===== src/rtl/tlb_lru_tracker_pkg.sv =====
// Shared defaults and FSM state encoding for the TLB LRU tracker.
package tlb_lru_tracker_pkg;

  localparam int unsigned NUM_WAYS_DEF = 4;
  localparam int unsigned LRU_BITS_DEF = 4;
  localparam int unsigned NUM_SETS_DEF = 16;

  typedef enum logic [0:0] {
    ST_IDLE  = 1'b0,
    ST_FLUSH = 1'b1
  } tracker_state_t;

endpackage


===== src/rtl/tlb_lru_pick.sv =====
// Combinational selection over one set: first invalid way, else the
// least-recently-used way (ties to lowest index), plus the largest counter.
module tlb_lru_pick
  import tlb_lru_tracker_pkg::*;
#(
  parameter int unsigned NUM_WAYS = NUM_WAYS_DEF,
  parameter int unsigned LRU_BITS = LRU_BITS_DEF,
  localparam int unsigned WAY_BITS = $clog2(NUM_WAYS)
) (
  input  logic [NUM_WAYS*LRU_BITS-1:0] counts,
  input  logic [NUM_WAYS-1:0]          valid_mask,
  output logic [WAY_BITS-1:0]          victim_way,
  output logic [LRU_BITS-1:0]          max_count
);

  logic                found_inv;
  logic [WAY_BITS-1:0] inv_way;
  logic [WAY_BITS-1:0] min_way;
  logic [LRU_BITS-1:0] min_val;
  logic [LRU_BITS-1:0] cur;

  // Scan ways in index order; strict compares keep the lowest index on ties.
  always_comb begin
    found_inv = 1'b0;
    inv_way   = '0;
    min_way   = '0;
    cur       = '0;
    min_val   = counts[LRU_BITS-1:0];
    max_count = counts[LRU_BITS-1:0];
    for (int unsigned i = 0; i < NUM_WAYS; i++) begin
      cur = counts[i*LRU_BITS +: LRU_BITS];
      if (!valid_mask[i] && !found_inv) begin
        found_inv = 1'b1;
        inv_way   = WAY_BITS'(i);
      end
      if (cur < min_val) begin
        min_val = cur;
        min_way = WAY_BITS'(i);
      end
      if (cur > max_count) begin
        max_count = cur;
      end
    end
    victim_way = found_inv ? inv_way : min_way;
  end

endmodule


===== src/rtl/tlb_lru_tracker.sv =====
// Per-set LRU recency tracker with registered victim query and a
// one-set-per-cycle flush sweep.
module tlb_lru_tracker
  import tlb_lru_tracker_pkg::*;
#(
  parameter int unsigned NUM_WAYS = NUM_WAYS_DEF,
  parameter int unsigned LRU_BITS = LRU_BITS_DEF,
  parameter int unsigned NUM_SETS = NUM_SETS_DEF,
  localparam int unsigned WAY_BITS = $clog2(NUM_WAYS),
  localparam int unsigned SET_BITS = $clog2(NUM_SETS)
) (
  input  logic                clk,
  input  logic                rst,
  input  logic                touch_valid,
  input  logic [SET_BITS-1:0] touch_set,
  input  logic [WAY_BITS-1:0] touch_way,
  input  logic                query_valid,
  input  logic [SET_BITS-1:0] query_set,
  input  logic [NUM_WAYS-1:0] valid_mask,
  output logic                victim_valid,
  output logic [WAY_BITS-1:0] victim_way,
  output logic [LRU_BITS-1:0] victim_max,
  input  logic                flush_req,
  output logic                busy
);

  tracker_state_t state;
  logic [SET_BITS-1:0] flush_idx;
  logic [LRU_BITS-1:0] cnt [NUM_SETS][NUM_WAYS];

  logic [NUM_WAYS*LRU_BITS-1:0] query_counts;
  logic [NUM_WAYS*LRU_BITS-1:0] touch_counts;
  logic [WAY_BITS-1:0]          query_way;
  logic [LRU_BITS-1:0]          query_max;
  logic [LRU_BITS-1:0]          touch_max;
  logic [WAY_BITS-1:0]          touch_pick_unused;

  // Flatten the queried and touched sets for the selection logic.
  always_comb begin
    query_counts = '0;
    touch_counts = '0;
    for (int unsigned w = 0; w < NUM_WAYS; w++) begin
      query_counts[w*LRU_BITS +: LRU_BITS] = cnt[query_set][w];
      touch_counts[w*LRU_BITS +: LRU_BITS] = cnt[touch_set][w];
    end
  end

  tlb_lru_pick #(
    .NUM_WAYS (NUM_WAYS),
    .LRU_BITS (LRU_BITS)
  ) u_query_pick (
    .counts     (query_counts),
    .valid_mask (valid_mask),
    .victim_way (query_way),
    .max_count  (query_max)
  );

  tlb_lru_pick #(
    .NUM_WAYS (NUM_WAYS),
    .LRU_BITS (LRU_BITS)
  ) u_touch_pick (
    .counts     (touch_counts),
    .valid_mask ({NUM_WAYS{1'b1}}),
    .victim_way (touch_pick_unused),
    .max_count  (touch_max)
  );

  // Control FSM, counter updates and registered query results.
  always_ff @(posedge clk) begin
    if (rst) begin
      state        <= ST_IDLE;
      flush_idx    <= '0;
      busy         <= 1'b0;
      victim_valid <= 1'b0;
      victim_way   <= '0;
      victim_max   <= '0;
      for (int unsigned s = 0; s < NUM_SETS; s++) begin
        for (int unsigned w = 0; w < NUM_WAYS; w++) begin
          cnt[s][w] <= '0;
        end
      end
    end else begin
      case (state)
        ST_IDLE: begin
          // Query samples pre-touch counters, so same-set touch is invisible.
          victim_valid <= query_valid && !flush_req;
          if (query_valid && !flush_req) begin
            victim_way <= query_way;
            victim_max <= query_max;
          end
          if (flush_req) begin
            state     <= ST_FLUSH;
            busy      <= 1'b1;
            flush_idx <= '0;
          end else if (touch_valid) begin
            if (touch_max != '1) begin
              cnt[touch_set][touch_way] <= touch_max + LRU_BITS'(1);
            end else begin
              // Saturated set: halve everyone, touched way lands just above.
              for (int unsigned w = 0; w < NUM_WAYS; w++) begin
                cnt[touch_set][w] <= cnt[touch_set][w] >> 1;
              end
              cnt[touch_set][touch_way] <= (touch_max >> 1) + LRU_BITS'(1);
            end
          end
        end
        ST_FLUSH: begin
          victim_valid <= 1'b0;
          for (int unsigned w = 0; w < NUM_WAYS; w++) begin
            cnt[flush_idx][w] <= '0;
          end
          if (flush_idx == SET_BITS'(NUM_SETS - 1)) begin
            state     <= ST_IDLE;
            busy      <= 1'b0;
            flush_idx <= '0;
          end else begin
            flush_idx <= flush_idx + SET_BITS'(1);
          end
        end
        default: begin
          state <= ST_IDLE;
          busy  <= 1'b0;
        end
      endcase
    end
  end

endmodule


===== config.mk =====
export PLATFORM = sky130hd
export DESIGN_NAME = tlb_lru_tracker
export DESIGN_NICKNAME = d
export VERILOG_FILES = /design/src/rtl/tlb_lru_tracker_pkg.sv /design/src/rtl/tlb_lru_pick.sv /design/src/rtl/tlb_lru_tracker.sv
export SDC_FILE = /design/constraint.sdc
export NUM_CORES = 1
export LEC_CHECK = 0
export CAP_MARGIN = 20
export CORE_AREA = 4 4 199 298
export CTS_CLUSTER_SIZE = 40
export DETAILED_ROUTE_END_ITERATION = 10
export DIE_AREA = 0 0 203 302
export GPL_ROUTABILITY_DRIVEN = 0
export PLACE_DENSITY_LB_ADDON = 0.05
export SETUP_SLACK_MARGIN = 0.1
export SYNTH_ARGS = -nofsm -noshare
export SYNTH_HDL_FRONTEND = slang
export SYNTH_SLANG_ARGS = --single-unit

===== constraint.sdc =====
create_clock -name clk -period 9.01 [get_ports clk]
set_input_delay 1.802 -clock clk [delete_from_list [all_inputs] [get_ports clk]]
set_output_delay 1.802 -clock clk [all_outputs]
set_load 0.01 [all_outputs]

==> qor.txt, run 1 <==
status -> completed
CP Class -> in -> reg
first-pass GRT wire length -> 85,510 µm
die area -> 61,310 µm²
r2r endpoint -> cnt[3][13]
CTS Buffer Depth -> 3
post-synthesis sequential area ratio -> 0.4720
Root Driver -> clkbuf_16
M1 wire length -> 23,160 µm
I/O pin cnt -> 27
slack of the worst reg-to-reg path -> 2.13 ns
worst-skew pair later-pin latency -> 0.58 ns
Internal -> 3.017 mW
worst hold path class -> reg -> reg
CP Launch Type -> input port
synthesized area -> 16,840 µm²
wire length per cell -> 26.52 µm
Layout fillers -> 5,514
final max-slew violation count -> 0
Seq pwr share -> 0.292
Worst VDD drop -> 0.0001913 V
CTS Hold Buffers Added -> 0
drt pass-1 iters -> 7
top-count cell post-synth -> edfxtp_1
crit-path max FO -> 19
Worst setup EP type -> flip-flop
switching share of power -> 0.3940
R2R cell count -> 32
starting density of the core -> 0.2974
RSZ-0062 raised after global routing -> false
Num CTS Buffers -> 29
Inserted Diodes -> 0
TritonCTS Sinks -> 269
Seq cells post-synth -> 269
Critical Path Source -> touch_set[0]
vias in the first global route -> 12,366
Most Frequent Cell on Critical Path -> buf_4
async set or reset register ratio after synthesis -> 0
reg2reg start -> cnt[7][8]
Worst Max-Slew Pin Slew -> 0.9042 ns
Via Count -> 11,708
post-route ant nets -> 0
Core Rows -> 107
# resized after CTS -> 0
Core Region -> 56,630 µm²
DP HPWL -> 42,950 µm
Top FF cell, synth -> edfxtp_1
leakage -> 7.088 nW
Slew Limit Headroom -> 0.3958
setup TNS -> 0 ns
Met3 Routed Length -> 2283 µm
top sig layer -> met5
power per cell area -> 241.7 nW/µm²
final core utilization -> 0.3637
Synth top cells by count -> edfxtp_1, mux4_2, nor3_1
syn_nets -> 1,291
Post-CTS Setup Repair Bufs -> 0
Die W -> 203 µm
via density per instance -> 5.310
Max Fclk -> 0.1231 GHz
initial antenna violation count -> 1
DRT iter0 DRCs -> 589
Tot Pwr -> 4.978 mW
Synth cell types -> 75
Mapped Cells -> 1,239
EDFF count, synth -> 256
share of cells above drive strength 1 -> 0.4057
Synth top area share -> 0.4565
period utilization -> 0.9016
Worst Setup EP -> cnt[3][13]
leading area contributor after synthesis -> edfxtp_1
Final min period -> 8.123 ns
Final #Nets -> 1,472
synth top area cells -> edfxtp_1, mux4_2, nor3_2
Routed met2 length -> 30,610 µm
clk_skew -> 0.01614 ns
Die Ht -> 302 µm
Gate power share -> 0.460
Psw -> 1.961 mW
GRT overflow -> 0
synth warn -> 0
port bufs -> 26
Crit path required time -> 9.30 ns
final hold violation count -> 0
DRC -> 0
P&R area growth vs syn -> 22.32%
clock network power share -> 0.248
largest net degree at the start of global routing -> 50
Reg clk slew, reported paths -> 0.06 ns
Syn Area/Cell -> 13.59 µm²
CP max-delay cell -> mux4_2
Final setup violation count -> 0
H-tree depth -> 1
drt total wl -> 58,480 µm
total track usage -> 0.1903
crit path DAT -> 8.42 ns
number of max-cap violations -> 0
Max stage delay on crit path -> 0.52 ns
CTS tree -> built
[cells in the final DEF, fill, tap and decap left out, types with 4 or more instances in the layout]
| cell | instances |
|---|---|
| edfxtp_1 | 256 |
| buf_4 | 242 |
| mux4_2 | 149 |
| nor3_1 | 115 |
| nor3_2 | 80 |
| nand2_1 | 68 |
| o21bai_1 | 66 |
| nor4_1 | 60 |
| ha_1 | 33 |
| inv_1 | 30 |
| nor2_1 | 29 |
| clkbuf_16 | 29 |
| o21ai_0 | 25 |
| buf_12 | 23 |
| clkdlybuf4s50_1 | 21 |
| a21oi_1 | 19 |
| nor2b_1 | 15 |
| mux2i_1 | 13 |
| dfxtp_1 | 13 |
| a22oi_1 | 10 |
| nand2b_1 | 8 |
| o21a_1 | 7 |
| mux2_2 | 6 |
| nand3_1 | 6 |
| a211oi_1 | 6 |
| clkbuf_1 | 6 |
| nor2_4 | 5 |
| clkinv_1 | 5 |
| a21oi_2 | 4 |
| nand4_1 | 4 |
| o21ai_2 | 4 |
| a22oi_4 | 4 |
| a31o_4 | 4 |
| nor4_2 | 4 |
| bufinv_16 | 4 |
[state kept, by name (all words and copies together), names as in the netlist]
name,cells
victim_valid,1
victim_way,2
cnt,256
state,1
victim_max,4
busy,1
flush_idx,4
[cell families (layout without fill, tap and decap cells)]
group | count (synthesis) | count (layout) | share of synthesized area
AO/OA/AOI/OAI | 186 | 186 | 0.08812
XOR/XNOR | 4 | 4 | 0.004309
adder cells (fa/ha/maj) | 34 | 34 | 0.02519
buffers and inverters | 168 | 371 | 0.04889
flip-flops | 269 | 269 | 0.4720
multiplexers | 169 | 169 | 0.2126
AND/OR/NAND/NOR | 409 | 409 | 0.1490
[worst max-delay path: cells and delay by family]
kind,cells,cell delay (ns)
AND/OR/NAND/NOR,9,1.32
AO/OA/AOI/OAI,7,1.04
buffers and inverters,10,1.60
adder cells (fa/ha/maj),4,1.10
multiplexers,4,1.52
[final cells by class]
class	instances	area, µm²	area share
inverter	30	112.6	0.005467
clock buffer	35	748.2	0.03632
tap	763	954.7	0.04635
multi-input combinational	802	8110	0.3937
clock inverter	18	205.2	0.009962
sequential	269	7948	0.3858
timing repair buffer	288	2520	0.1223
[worst min-delay path by stage]
stage | startpoint | end | slack, ns | cells after the start
detailed placement | victim_max[3] | victim_max[3] | 0.45 | 2
CTS | victim_max[3] | victim_max[3] | 0.46 | 2
floorplan | victim_max[3] | victim_max[3] | 0.48 | 2
global route | victim_max[3] | victim_max[3] | 0.49 | 2
finish | victim_max[3] | victim_max[3] | 0.46 | 2
global placement | victim_max[3] | victim_max[3] | 0.45 | 2
[power groups by stage]
stage / combinational (mW) / sequential, mW / clock [mW]
6_report: 2.29 / 1.45 / 1.23
5_1_grt: 2.46 / 1.46 / 1.32
4_1_cts: 2.34 / 1.46 / 1.27
3_5_place_dp: 2.33 / 1.48 / 0
3_3_place_gp: 2.32 / 1.48 / 0
2_1_floorplan: 1.32 / 1.47 / 0
[per-layer routing]
metal | up-vias | GRT usage
li1 | 5345 | -
met1 | 6019 | 0.2252
met2 | 236 | 0.3475
met3 | 106 | 0.02831
met4 | 2 | 0.07392
met5 | - | 0
[metrics by stage]
stage	cell area [µm²]	setup slack [ns]	hold slack, ns	cells
final	20600	0.8868	0.4594	2205
after global placement	19600	0.03246	0.4499	2150
after floorplan	16850	0.1118	0.4762	1239
after detailed placement	19650	0.2427	0.4521	2152
after CTS	20600	0.8383	0.4615	2205
after global routing	20600	0.4055	0.4850	2205
No activity file was read; power rests on OpenSTA's default activity.
==> inputs of run 2 (changes only) <==
--- a/config.mk
+++ b/config.mk
@@ -6,10 +6,11 @@
 export NUM_CORES = 1
 export LEC_CHECK = 0
 export CAP_MARGIN = 20
-export CORE_AREA = 4 4 199 298
+export CORE_AREA = 4 4 196 293
+export CTS_BUF_LIST = sky130_fd_sc_hd__clkbuf_4
 export CTS_CLUSTER_SIZE = 40
 export DETAILED_ROUTE_END_ITERATION = 10
-export DIE_AREA = 0 0 203 302
+export DIE_AREA = 0 0 200 297
 export GPL_ROUTABILITY_DRIVEN = 0
 export PLACE_DENSITY_LB_ADDON = 0.05
 export SETUP_SLACK_MARGIN = 0.1
==> run 2 against run 1 <==
Against the previous run:
- clock skew up 0.027 ns
- count of clock-buffer cells in the layout grew 75
- non-clock buffer count is 83 lower
- design area decreased by 3.4%
- first-iteration DRC count fell by 1.2%
==> qor.txt, run 2 (synthesized netlist as in run 1, its figures left out) <==
status -> completed
Final min period -> 8.246 ns
H-tree depth -> 3
largest net degree at the start of global routing -> 43
Final WS setup -> 0.7642 ns
CP Class -> in -> reg
share of cells above drive strength 1 -> 0.4028
CP max-delay cell -> mux4_2
Max Fclk -> 0.1213 GHz
slack of the worst reg-to-reg path -> 1.81 ns
worst hold path class -> reg -> reg
M1 wire length -> 23,080 µm
vias in the first global route -> 12,517
power per cell area -> 245.8 nW/µm²
Die Ht -> 297 µm
leakage -> 6.800 nW
commonest non-fill, non-tap cells in the layout -> edfxtp_1, buf_4, mux4_2
CTS Hold Buffers Added -> 0
top sig layer -> met4
WHS -> 0.4526 ns
Layout fillers -> 5,331
die area -> 59,400 µm²
Top Registers -> cnt x256, flush_idx x4, victim_max x4
Most Frequent Cell on Critical Path -> ha_1
r2r endpoint -> cnt[1][6]
Worst Max-Slew Pin Slew -> 0.8443 ns
Root Driver -> clkbuf_4
drt total wl -> 57,960 µm
max FFs per register -> 256
TritonCTS Sinks -> 269
Die W -> 200 µm
crit-path max FO -> 42
Worst VDD drop -> 0.0001514 V
worst-skew pair later-pin latency -> 0.81 ns
P&R area growth vs syn -> 18.14%
reg2reg start -> cnt[11][12]
total track usage -> 0.1971
final cell count without fillers -> 2,133
number of max-cap violations -> 0
Final #Nets -> 1,435
Crit path required time -> 9.45 ns
post-route ant nets -> 0
Worst Setup EP -> cnt[1][6]
drt pass-1 iters -> 5
CP Launch Type -> input port
commonest non-fill, non-tap cell in the layout -> edfxtp_1
Final setup violation count -> 0
Reg clk slew, reported paths -> 0.06 ns
final core utilization -> 0.3631
Met3 Routed Length -> 1649 µm
starting density of the core -> 0.3074
Slew Limit Headroom -> 0.4358
R2R cell count -> 29
Via Count -> 11,660
Routed met2 length -> 31,500 µm
wire length per cell -> 27.17 µm
Num CTS Buffers -> 75
clk_skew -> 0.04307 ns
period utilization -> 0.9152
Worst setup EP type -> flip-flop
DRC -> 0
port bufs -> 26
Max stage delay on crit path -> 0.59 ns
CTS tree -> built
I/O pin cnt -> 27
crit path DAT -> 8.68 ns
first-pass GRT wire length -> 85,770 µm
largest register by flop count -> cnt
Core Region -> 54,780 µm²
final hold violation count -> 0
via density per instance -> 5.466
initial antenna violation count -> 2
DRT iter0 DRCs -> 582
placed cell count -> 2,001
Critical Path Source -> touch_set[0]
DP HPWL -> 41,090 µm
Core Rows -> 105
RSZ-0062 raised after global routing -> false
Post-CTS Setup Repair Bufs -> 0
final max-slew violation count -> 0
GRT overflow -> 0
Placement Setup Slack -> -0.3072 ns
CTS Buffer Depth -> 3
## run 2: worst min path at each step
stage                  startpoint             to  slack [ns]  cells past startpoint
detailed placement  victim_max[3]  victim_max[3]        0.45                      2
global placement    victim_max[3]  victim_max[3]        0.45                      2
floorplan           victim_max[3]  victim_max[3]        0.48                      2
finish              victim_max[3]  victim_max[3]        0.45                      2
global route        victim_max[3]  victim_max[3]        0.49                      2
CTS                 victim_max[3]  victim_max[3]        0.45                      2
## run 2: layer usage
metal,up-vias,GRT usage
met5,-,0
met4,0,0.06715
met3,80,0.02799
met2,220,0.3576
met1,6052,0.2362
li1,5308,-
## run 2: per-stage QoR
| stage | setup TNS, ns | total power [mW] | area, µm² |
|---|---|---|---|
| after floorplan | 0 | 2.789 | 16850 |
| after global placement | -25.85 | 3.781 | 18900 |
| after detailed placement | -38.75 | 3.779 | 18930 |
| after CTS | 0 | 4.971 | 19880 |
| after global routing | 0 | 5.153 | 19890 |
| final | 0 | 4.889 | 19890 |
## run 2: worst max-delay path, delay by kind of cell
| kind | cells | cell delay [ns] |
|---|---|---|
| AND/OR/NAND/NOR | 7 | 0.90 |
| adder cells (fa/ha/maj) | 4 | 0.90 |
| AO/OA/AOI/OAI | 9 | 2.13 |
| buffers and inverters | 6 | 1.03 |
| multiplexers | 5 | 1.84 |
## run 2: power breakdown
group	leakage, nW	internal [mW]	total [mW]	switching [mW]
combinational	3.48	0.849	2.27	1.42
sequential	2.75	1.42	1.45	0.0313
clock	0.574	0.614	1.16	0.550
## run 2: area by class of cell
class                      instances  area (µm²)  share of cell area
multi-input combinational        802        8117              0.4080
sequential                       269        7948              0.3995
timing repair buffer             205        1888             0.09491
tap                              695       869.6             0.04371
clock buffer                     110       825.8             0.04151
clock inverter                    19       126.4            0.006352
inverter                          30       112.6            0.005660
antenna                            3       7.507           0.0003774
## run 2: what timing repair did
| action | 4_1_cts | 5_1_grt |
|---|---|---|
| hold endpoints to repair | 0 | 0 |
| endpoints found under the setup margin | 0 | 4 |
| resized for setup | 0 | 1 |
